<file path="config.mk">
export PLATFORM = sky130hd
export DESIGN_NAME = mult_div_unit
export DESIGN_NICKNAME = d
export VERILOG_FILES = /design/src/rtl/mult_div_unit.sv
export SDC_FILE = /design/constraint.sdc
export NUM_CORES = 1
export LEC_CHECK = 0
export CAP_MARGIN = 10
export CORE_AREA = 2 2 179 312
export CTS_CLUSTER_DIAMETER = 80
export CTS_CLUSTER_SIZE = 10
export DETAILED_ROUTE_END_ITERATION = 10
export DIE_AREA = 0 0 181 314
export HOLD_SLACK_MARGIN = 0.06
export SYNTH_ARGS = -nofsm -noshare
export SYNTH_HDL_FRONTEND = slang
export SYNTH_SLANG_ARGS = --single-unit
</file>
<file path="constraint.sdc">
create_clock -name clk -period 4.9 [get_ports clk]
set_clock_uncertainty 0.05 [all_clocks]
set_input_delay 0.735 -clock clk [delete_from_list [all_inputs] [get_ports clk]]
set_output_delay 0.735 -clock clk [all_outputs]
set_load 0.05 [all_outputs]
</file>
<file path="src/rtl/mult_div_unit.sv">
// Execute-stage multi-cycle multiply/divide unit owning the HI/LO registers.
// Iterative shift-add multiply and restoring shift-subtract divide on operand
// magnitudes, with a one-cycle sign-fixup state before HI/LO are written.
// Optional feature macro: MULT_DIV_FAST_MULT_EN (single-cycle MULT/MULTU).
module mult_div_unit #(
  parameter int unsigned WIDTH = 32
) (
  input  logic             clk,
  input  logic             reset,
  input  logic             start_e,
  input  logic [1:0]       op_e,
  input  logic             mthi_e,
  input  logic             mtlo_e,
  input  logic             flush_e,
  input  logic [WIDTH-1:0] src_a_e,
  input  logic [WIDTH-1:0] src_b_e,
  output logic [WIDTH-1:0] hi,
  output logic [WIDTH-1:0] lo,
  output logic             busy,
  output logic             done
);

  localparam int unsigned CW = (WIDTH > 1) ? $clog2(WIDTH) : 1;
  localparam logic [CW-1:0] LastCnt = CW'(WIDTH - 1);

  typedef enum logic [1:0] {StIdle, StIter, StFix} state_e;

  state_e state_q, state_d;

  logic             is_div_q;   // op_e[1] of the latched operation
  logic             sa_q;       // dividend was negative (signed op)
  logic             sd_q;       // operand signs differ (signed op)
  logic             div0_q;
  logic [WIDTH-1:0] a_q;        // raw dividend, returned in HI on divide by zero
  logic [WIDTH-1:0] bmag_q;
  logic [WIDTH-1:0] acc_q;      // product high half / partial remainder
  logic [WIDTH-1:0] mq_q;       // multiplier low half / dividend-quotient
  logic [CW-1:0]    cnt_q;
  logic [WIDTH-1:0] hi_q, lo_q;
  logic             done_q;

  logic start_go, mt_go, fix_go, iter_en;
  logic fast_go;

  // Operand sign handling at start
  logic             a_neg, b_neg;
  logic [WIDTH-1:0] a_mag, b_mag;

  always_comb begin
    a_neg = ~op_e[0] & src_a_e[WIDTH-1];
    b_neg = ~op_e[0] & src_b_e[WIDTH-1];
    a_mag = a_neg ? (~src_a_e + 1'b1) : src_a_e;
    b_mag = b_neg ? (~src_b_e + 1'b1) : src_b_e;
  end

`ifdef MULT_DIV_FAST_MULT_EN
  // Sign-extended 2*WIDTH operands give the correct low 2*WIDTH product bits
  logic [2*WIDTH-1:0] fast_prod;
  assign fast_prod = {{WIDTH{a_neg}}, src_a_e} * {{WIDTH{b_neg}}, src_b_e};
`endif

  // Next-state and control decode
  always_comb begin
    state_d  = state_q;
    start_go = 1'b0;
    mt_go    = 1'b0;
    fix_go   = 1'b0;
    iter_en  = 1'b0;
    fast_go  = 1'b0;
    unique case (state_q)
      StIdle: begin
        if (!flush_e && start_e) begin
          start_go = 1'b1;
`ifdef MULT_DIV_FAST_MULT_EN
          if (op_e[1]) state_d = StIter;
          else         fast_go = 1'b1;
`else
          state_d = StIter;
`endif
        end else if (!flush_e) begin
          mt_go = 1'b1;
        end
      end
      StIter: begin
        if (flush_e) begin
          state_d = StIdle;
        end else begin
          iter_en = 1'b1;
          if (cnt_q == LastCnt) state_d = StFix;
        end
      end
      StFix: begin
        state_d = StIdle;
        fix_go  = ~flush_e;
      end
      default: state_d = StIdle;
    endcase
  end

  // State register
  always_ff @(posedge clk) begin
    if (reset) state_q <= StIdle;
    else       state_q <= state_d;
  end

  // One iteration step for multiply and divide
  logic [WIDTH:0]   mul_sum;
  logic [WIDTH:0]   div_shift;
  logic             div_borrow;
  logic [WIDTH-1:0] acc_nxt, mq_nxt;

  always_comb begin
    mul_sum    = {1'b0, acc_q} + (mq_q[0] ? {1'b0, bmag_q} : '0);
    div_shift  = {acc_q, mq_q[WIDTH-1]};
    div_borrow = div_shift < {1'b0, bmag_q};
    if (is_div_q) begin
      // Partial remainder stays below the divisor, so WIDTH bits hold the result
      acc_nxt = div_borrow ? div_shift[WIDTH-1:0] : (div_shift[WIDTH-1:0] - bmag_q);
      mq_nxt  = {mq_q[WIDTH-2:0], ~div_borrow};
    end else begin
      acc_nxt = mul_sum[WIDTH:1];
      mq_nxt  = {mul_sum[0], mq_q[WIDTH-1:1]};
    end
  end

  // Sign fixup and special cases for the final write
  logic [2*WIDTH-1:0] prod_raw, prod_fix;
  logic [WIDTH-1:0]   hi_res, lo_res;

  always_comb begin
    prod_raw = {acc_q, mq_q};
    prod_fix = sd_q ? (~prod_raw + 1'b1) : prod_raw;
    if (!is_div_q) begin
      hi_res = prod_fix[2*WIDTH-1:WIDTH];
      lo_res = prod_fix[WIDTH-1:0];
    end else if (div0_q) begin
      hi_res = a_q;
      lo_res = '1;
    end else begin
      hi_res = sa_q ? (~acc_q + 1'b1) : acc_q;
      lo_res = sd_q ? (~mq_q + 1'b1) : mq_q;
    end
  end

  // Datapath, HI/LO and done pulse
  always_ff @(posedge clk) begin
    if (reset) begin
      is_div_q <= 1'b0;
      sa_q     <= 1'b0;
      sd_q     <= 1'b0;
      div0_q   <= 1'b0;
      a_q      <= '0;
      bmag_q   <= '0;
      acc_q    <= '0;
      mq_q     <= '0;
      cnt_q    <= '0;
      hi_q     <= '0;
      lo_q     <= '0;
      done_q   <= 1'b0;
    end else begin
      done_q <= 1'b0;
      if (start_go) begin
        is_div_q <= op_e[1];
        sa_q     <= a_neg;
        sd_q     <= a_neg ^ b_neg;
        div0_q   <= (src_b_e == '0);
        a_q      <= src_a_e;
        bmag_q   <= b_mag;
        acc_q    <= '0;
        mq_q     <= a_mag;
        cnt_q    <= '0;
      end
`ifdef MULT_DIV_FAST_MULT_EN
      if (fast_go) begin
        hi_q   <= fast_prod[2*WIDTH-1:WIDTH];
        lo_q   <= fast_prod[WIDTH-1:0];
        done_q <= 1'b1;
      end
`endif
      if (mt_go) begin
        if (mthi_e) hi_q <= src_a_e;
        if (mtlo_e) lo_q <= src_a_e;
      end
      if (iter_en) begin
        acc_q <= acc_nxt;
        mq_q  <= mq_nxt;
        cnt_q <= cnt_q + CW'(1);
      end
      if (fix_go) begin
        hi_q   <= hi_res;
        lo_q   <= lo_res;
        done_q <= 1'b1;
      end
    end
  end

  assign hi   = hi_q;
  assign lo   = lo_q;
  assign busy = (state_q != StIdle);
  assign done = done_q;

endmodule

</file>
# Word level (Yosys, flattened, before mapping)
# Index checks and enable logic that the tools add are counted.
# word_totals
latch_bits	0
input_bits	72
ram_bits	0
reg_bits	204
rom_bits	0
memories	0
elab_cells	87
output_inout_bits	66
# op_classes
div_mod_pow	0
reduce_logical	12
muxes	37
shift	0
n_eq_ne	5
mul	0
order_cmp	1
addsub	8
bitwise_logic	11
# ops
cell	count
32-bit 2-to-1 mux	22
32-bit by 1-bit adder with 32-bit output, second input constant	4
32-bit inverter	4
64-bit by 1-bit adder with 64-bit output, second input constant	1
64-bit 2-to-1 mux	1
64-bit inverter	1
32-bit by 32-bit adder with 33-bit output	1
33-bit by 32-bit < comparator with 1-bit output	1
32-bit logical NOT	1
32-bit subtractor	1
5-bit 2-to-1 mux	2
2-bit nonzero test	5
1-bit 2-to-1 mux	8
2-bit 2-to-1 mux	3
2-bit AND reduction	3
5-bit by 1-bit adder with 5-bit output, second input constant	1
5-bit == test, second input constant	1
2-bit one-hot mux with 2 select lines	1
3-bit inequality test, second input constant	1
1-bit inverter	3
1-bit bitwise AND	2
2-bit by 1-bit == test with 1-bit output, second input constant	1
2-bit == test, second input constant	1
2-bit logical NOT	1
other kinds (4)	4

# Logic depth before layout (Yosys ltp)
# Gate-level depths: netlist of run 1.
# depth
word_depth	6
depth_mapped	14
depth_no_buf	13

# Worst setup path before layout of run 1
# OpenSTA, ideal clock, no wires.
# synth_timing
path_type	reg-to-reg
from	reg mq_q[0]
to	reg hi_q[18], in the netlist hi[18]
required_ns	4.764
setup_slack_ns	1.371
stages_incl_launch_ff	13
n_path_buf	1
t_arrival_ns	3.394
synth_period_minus_slack_ns	3.529
setup_time_ns	0.086
cell_sequence	dfxtp_1 -> inv_1 -> clkbuf_1 -> ha_1 -> or3b_2 -> or2_2 -> or4_4 -> nand2b_4 -> or3_1 -> o41ai_2 -> mux2i_1 -> o21ai_1 -> a211oi_1
# synth_via
elab_chain_len	5
# synth_lines
element	line	source
start, declared	37	logic [WIDTH-1:0] mq_q;
start signal, assigned	170	mq_q <= a_mag;
start signal, assigned	186	mq_q <= mq_nxt;
64-bit inverter	132	prod_fix = sd_q ? (~prod_raw + 1'b1) : prod_raw;
64-bit by 1-bit adder with 64-bit output	132	
64-bit 2-to-1 mux	132	
32-bit 2-to-1 mux	133	if (!is_div_q) begin
32-bit 2-to-1 mux	189	if (fix_go) begin
end signal, assigned	181	if (mthi_e) hi_q <= src_a_e;
end signal, assigned	190	hi_q <= hi_res;
end, declared	39	logic [WIDTH-1:0] hi_q, lo_q;
# No other way between the ends.
# A chain may end at the register's enable or synchronous reset.

# Worst setup path in the final report of run 1
# layout_timing
from	reg acc_q[17]
to	reg acc_q[27]
# layout_via
elab_chain_len	4
word_cells_on_any_way	6
cone_classes	add/sub (2); order compare (1); mux (3)
# layout_lines
element	line	source
start, declared	36	logic [WIDTH-1:0] acc_q;
start signal, assigned	185	acc_q <= acc_nxt;
32-bit subtractor or 33-bit by 32-bit < comparator with 1-bit output (tied branches)	118, 115	
32-bit 2-to-1 mux	118	acc_nxt = div_borrow ? div_shift[WIDTH-1:0] : (div_shift[WIDTH-1:0] - bmag_q);
32-bit 2-to-1 mux *	116	if (is_div_q) begin
32-bit 2-to-1 mux *	184	if (iter_en) begin
# Every way passes the cells marked *; elsewhere a longest branch is shown, timed or not.

==> results of run 1 <==
## sequential cells by signal (all words and copies together), names as in the netlist
| name | count |
|---|---|
| hi | 32 |
| done | 1 |
| state_q | 2 |
| sa_q | 1 |
| acc_q | 32 |
| is_div_q | 1 |
| mq_q | 32 |
| bmag_q | 32 |
| cnt_q | 5 |
| sd_q | 1 |
| a_q | 32 |
| lo | 32 |
| div0_q | 1 |
## worst min-delay path by stage
| stage | startpoint | endpoint | slack [ns] | cells after the start |
|---|---|---|---|---|
| 2_1_floorplan | a_q[7] | a_q[7] | 0.38 | 2 |
| 3_3_place_gp | a_q[20] | a_q[20] | 0.39 | 2 |
| 3_5_place_dp | a_q[0] | a_q[0] | 0.40 | 2 |
| 4_1_cts | a_q[0] | a_q[0] | 0.41 | 2 |
| 5_1_grt | a_q[30] | a_q[30] | 0.43 | 2 |
| 6_report | a_q[27] | a_q[27] | 0.41 | 2 |
## layout by cell type (no fill, tap or decap), types with 25 or more instances in the layout
cell             count
nor3_1              41
nor2_1             250
inv_1               62
xor2_1              80
o211ai_1            26
nand2_1            271
a21o_1              34
ha_1                70
or3_1               30
o21ai_0            137
a211oi_1           105
clkbuf_16           25
clkdlybuf4s50_1    136
nand3_1             28
a21oi_1            227
xnor2_1             83
mux2i_1             50
buf_4               44
dfxtp_1            202
## cells by family after synthesis
group | count (synthesis) | share of synthesized area
AOI/OAI and AO/OA | 741 | 0.297
xor gates and xnor gates | 163 | 0.0886
adders and majority gates | 72 | 0.0568
and+or+nand+nor | 758 | 0.213
buffers and inverters | 237 | 0.0561
DFF | 204 | 0.253
muxes | 55 | 0.0346
## cell usage after synthesis (7+ instances only)
cell type  number
nand4_1        20
a22oi_1        18
inv_1          62
and2_1          7
dfxtp_1       204
buf_1          15
a211o_1         7
a21o_1         34
nand2_1       271
or3_1          30
o211ai_1       26
clkbuf_1      152
o22ai_1        10
ha_1           70
nor2b_1        14
o41ai_1        20
or4_1          17
o21ai_0       137
nand3b_1        7
o21a_1         15
a211oi_1      105
a21oi_1       227
and3_1          9
xnor2_1        83
nor2_1        251
or2_2          12
o221ai_1       21
mux2i_1        50
nor4_1         14
a31oi_1        19
a311oi_1       15
nor3_1         41
nand2b_1       16
nand3_1        28
xor2_1         80
o31ai_1        22
o21bai_1        8
## cell type report
class                      instances  share of cell area
timing repair buffer             181              0.0911
multi-input combinational       1789               0.597
clock inverter                     1            0.000469
inverter                          63              0.0127
clock buffer                      26              0.0337
tap                              690              0.0462
sequential                       204               0.219
## power groups by stage
stage | clock network, µW | logic, µW | registers [µW]
CTS | 1650 | 1060 | 1810
global placement | 0 | 1050 | 1840
floorplan | 0 | 619 | 1880
finish | 1630 | 1070 | 1810
global route | 1710 | 1150 | 1820
detailed placement | 0 | 1060 | 1840
## metal layers
layer / vias to the layer above / routed length, µm
li1: 8130 / -
met5: - / 0
met1: 8097 / 24700
met3: 246 / 3400
met2: 685 / 33000
met4: 0 / 6900
## worst min-delay path: stages (launching register included)
cell	delay [ns]
dfxtp_1	0.31
nand2_1	0.05
a21oi_1	0.05
## through the flow
stage	worst slack, ns	cells	total power, µW	util
floorplan	1.37	2230	2500	-
global placement	0.621	2927	2890	0.332
detailed placement	0.691	2927	2900	0.332
CTS	1.06	2954	4520	0.344
global route	0.809	2954	4680	0.344
finish	0.973	2954	4510	0.344
==> out/results.ini, run 1 <==
[run_status]
status = completed

[grt]
grt-ovfl-total = 0
grt_pass1_wl_um = 103000
grt_start_max_net_pins = 88
use_met1 = 0.242
gr-usage-met2 = 0.413
grt_antenna_before_repair = 0
grt.met3_usage = 0.0238
grtUsageTotal = 0.232
grt_pass1_vias = 17000
grt.busiest_layer = met2

[place]
dp_hpwl_um = 51400
numPortBuffers = 137
place_area_um2 = 18100
place_congestion = 0.946

[clock_network]
clock_sinks = 204
h-tree-depth = 1
hold_buffers = 0
cts_buffers = 24
cts_setup_buffers = 0
clkTransAtPathRegs_ns = 0.07
post_cts_resized = 0
cts.root.buffer_cell = clkbuf_16
cts_max_path_buffers = 3
clk_latency_ns = 0.55
cts_tree = done

[critical_path]
path_delay_family = compound AO/OA/AOI/OAI gates
cp-endpoint = acc_q[27]
r2r_slack_ns = 0.97
arrival_ns = 4.33
startpoint = acc_q[17]
crit_buf_inv = 0
critPathRequiredTime_ns = 5.31
max_stage_delay_ns = 0.71
rr_endpoint = acc_q[27]
cp_num_cells = 10
cpMaxStageDelayCell = dfxtp_1
endpoint_kind = register
r2r-start = acc_q[17]
path_cells = ha_1, a21oi_1, o21ai_0, or4_1, o21a_1, a211oi_1, o21ai_0, xor2_1, a21oi_1, a311oi_1
critPathMaxFanout = 12
ff2ff_path_depth = 10
worst-setup-path-type = register to register
cp-start-kind = register

[sta]
fmax_mhz = 255
rsz0062_at_grt = false
setup_viol = 0
relSlewSlack = 0.308
finalCritPeriodShare = 0.801
hold_viol_final = 0
post-route-min-period_ns = 3.93
tns_ns = 0
whs_ns = 0.407
worst_slew_pin_slew_ns = 1.04
timing.final.max_slew_violations = 0

[logic_synthesis]
synth_enable_flop_cells = 0
synth_nets = 2374
ys_types = 74
synth_top_area_cell = dfxtp_1
synthTopCellsByArea = dfxtp_1 25%, a21oi_1 7.1%, nand2_1 6.3%
yosys_warnings = 0
synth-main-ff-cell = dfxtp_1
synth-seq-cells = 204
seq_area_frac_synth = 0.253
netlist_instances = 2230
syn_area_per_cell_um2 = 7.23
async_reset_ff_frac = 0
syn_area_um2 = 16100
synth_top_area_share = 0.253

[floorplanning]
rows = 113
die_height_um = 314
initial_core_util = 0.297
dieArea_um2 = 56800
die_x_um = 181
core_um2 = 54300
ios = 138

[finish]
multiInputGateArea_um2 = 11200
syn2layout_area_growth_pct = 16.0
final_cell_area_um2 = 18700
seqCellArea_um2 = 4090
n_fill_cell = 5810
layout-drive-gt1-share = 0.0486
antennaDiodeCount = 0
finalNetCount = 2407

[hold_path]
worstHoldPathType = register to register

[power]
pwr-share-seq = 0.401
p_leak_uw = 0.00693
switchingPower_uw = 1510
p_int_uw = 3000
netSwitchingFraction = 0.334
pwr-share-comb = 0.238
power.density_nw_per_um2 = 241
power.share.clock = 0.362
ir_drop_v = 0.000194

[drt]
ant_nets = 0
drc = 0
wl_um = 68000
vias_per_cell = 5.81
drt_iter0_drc = 1179
dr_total_vias = 17200
wl_per_cell_um = 23.0
drt_first_pass_iters = 7

[flow_run]
max_cap_violations = 0

Note: power is estimated with default switching activity, not from simulation.
==> run 2, diff against run 1 <==
==> constraint.sdc (replaced) <==
create_clock -name clk -period 3.7 [get_ports clk]
set_clock_uncertainty 0.05 [all_clocks]
set_input_delay 0.555 -clock clk [delete_from_list [all_inputs] [get_ports clk]]
set_output_delay 0.555 -clock clk [all_outputs]
set_load 0.05 [all_outputs]
==> run 2 against run 1 <==
Net effect:
- global-route usage is 1.2 points higher
- worst hold slack got worse by 0.00089 ns
- via count increased by 2.8%
- clock power is 38% higher
- setup slack worse by 0.87 ns
- critical path depth is 1 lower
- total power is 36% higher
- sequential share of layout area is 0.80 points lower
- flip-flop and latch count did not move
- final area increased by 3.8%
- core utilization is 1.3 points higher
- critical endpoint is now hi[18]
- largest power group unchanged
==> out/results.ini, run 2 (synthesized netlist as in run 1, its figures left out) <==
[sta]
worst_slack_ns = 0.105
post-route-min-period_ns = 3.59
worst_slew_pin_slew_ns = 0.884
timing.final.max_slew_violations = 0
fmax_mhz = 278
rsz0062_at_grt = false
hold_viol_final = 0
setup_viol = 0
relSlewSlack = 0.408
finalCritPeriodShare = 0.972

[place]
place_area_um2 = 18700
dp_hpwl_um = 54500
place_congestion = 0.985
dp_slack_ns = 0.202
numPortBuffers = 137

[clock_network]
clock_sinks = 204
cts.root.buffer_cell = clkbuf_16
post_cts_resized = 0
cts_max_path_buffers = 3
clk_latency_ns = 0.57
cts_setup_buffers = 0
cts_tree = done
clkTransAtPathRegs_ns = 0.06
cts_buffers = 24
hold_buffers = 0
h-tree-depth = 1

[critical_path]
crit_top_cell = or4_4
critPathRequiredTime_ns = 4.11
cp-start-kind = register
endpoint_kind = register
path_cells = or4_4, or4_4, or4_4, nand2b_4, or3_1, o41ai_2, mux2i_1, o21ai_1, a211oi_1
crit_buf_inv = 0
max_stage_delay_ns = 0.59
path_delay_family = simple AND/OR/NAND/NOR gates
worst-setup-path-type = register to register
critPathMaxFanout = 8
cpMaxStageDelayCell = or4_4
arrival_ns = 4.00

[power]
pwr-share-seq = 0.391
switchingPower_uw = 2050
p_int_uw = 4080
power.density_nw_per_um2 = 316
netSwitchingFraction = 0.334
ir_drop_v = 0.000276
power.share.clock = 0.367
p_leak_uw = 0.00736
pwr-share-comb = 0.242

[finish]
antennaDiodeCount = 0
final_cell_area_um2 = 19400
layout-drive-gt1-share = 0.0824
layout_commonest_cell = nand2_1
final_cell_mix = 271 x nand2_1, 250 x nor2_1, 225 x a21oi_1, 201 x dfxtp_1, 136 x clkdlybuf4s50_1
finalNetCount = 2485
syn2layout_area_growth_pct = 20.4

[grt]
grt_antenna_before_repair = 1
grt_start_max_net_pins = 84
grt-ovfl-total = 0
grt_pass1_wl_um = 107000
grtUsageTotal = 0.244
grt_pass1_vias = 17400

[floorplanning]
rows = 113
die_x_um = 181
initial_core_util = 0.297
die_height_um = 314
dieArea_um2 = 56800
core_um2 = 54300
ios = 138

[drt]
met2_length_um = 34600
drt_iter0_drc = 1506
drc = 0
wl_per_cell_um = 23.3
routed.top_layer = met5
ant_nets = 0
met3_length_um = 3260
drt_first_pass_iters = 6
met1_length_um = 25400
dr_total_vias = 17600
vias_per_cell = 5.81
wl_um = 70800

[run_status]
status = completed

[flow_run]
max_cap_violations = 0

[hold_path]
worstHoldPathType = register to register

==> run 2: path summary, 6_finish.rpt <==
| check | startpoint | endpoint | slack (ns) | cells past startpoint |
|---|---|---|---|---|
| setup / recovery | mq_q[14] | hi[18] | 0.11 | 9 |
| hold / removal | lo[21] | lo[21] | 0.41 | 2 |
| setup reg to reg | mq_q[14] | hi[18] | 0.11 | 9 |
| hold reg to reg | lo[21] | lo[21] | 0.41 | 2 |
==> run 2: worst min-delay path: cells and delay by family (launching register included) <==
family             cells  cell delay (ns)
DFF                    1             0.31
AOI/OAI and AO/OA      1             0.05
and+or+nand+nor        1             0.05
==> run 2: cell type report <==
cell class	instances	area [µm²]
flip-flops and latches	204	4090
repair buffers	259	2380
multi-input cells	1789	11200
clock inverters	2	46.3
fillers	5753	34900
clock buffers	26	618
well taps	690	863
inverters	63	236
==> run 2: power groups by stage <==
stage / sequential [µW] / clock [µW] / combinational [µW]
after detailed placement: 2440 / 0 / 1460
after CTS: 2400 / 2290 / 1470
after global routing: 2410 / 2370 / 1590
after floorplan: 2490 / 0 / 819
after global placement: 2440 / 0 / 1450
final: 2400 / 2250 / 1480
==> run 2: layer usage <==
metal,vias to the layer above,global-route usage
met2,694,0.434
met5,-,0
met3,269,0.0250
met1,8381,0.254
met4,2,0.217
li1,8287,-
==> run 2: through the flow <==
step	cells	utilization	setup TNS, ns	power [µW]	hold WS (ns)
4_1_cts	3033	0.357	0	6160	0.407
3_5_place_dp	3005	0.345	0	3910	0.399
2_1_floorplan	2230	-	0	3310	0.381
5_1_grt	3033	0.357	0	6370	0.422
6_report	3033	0.357	0	6130	0.406
3_3_place_gp	3004	0.345	-2.04	3890	0.392
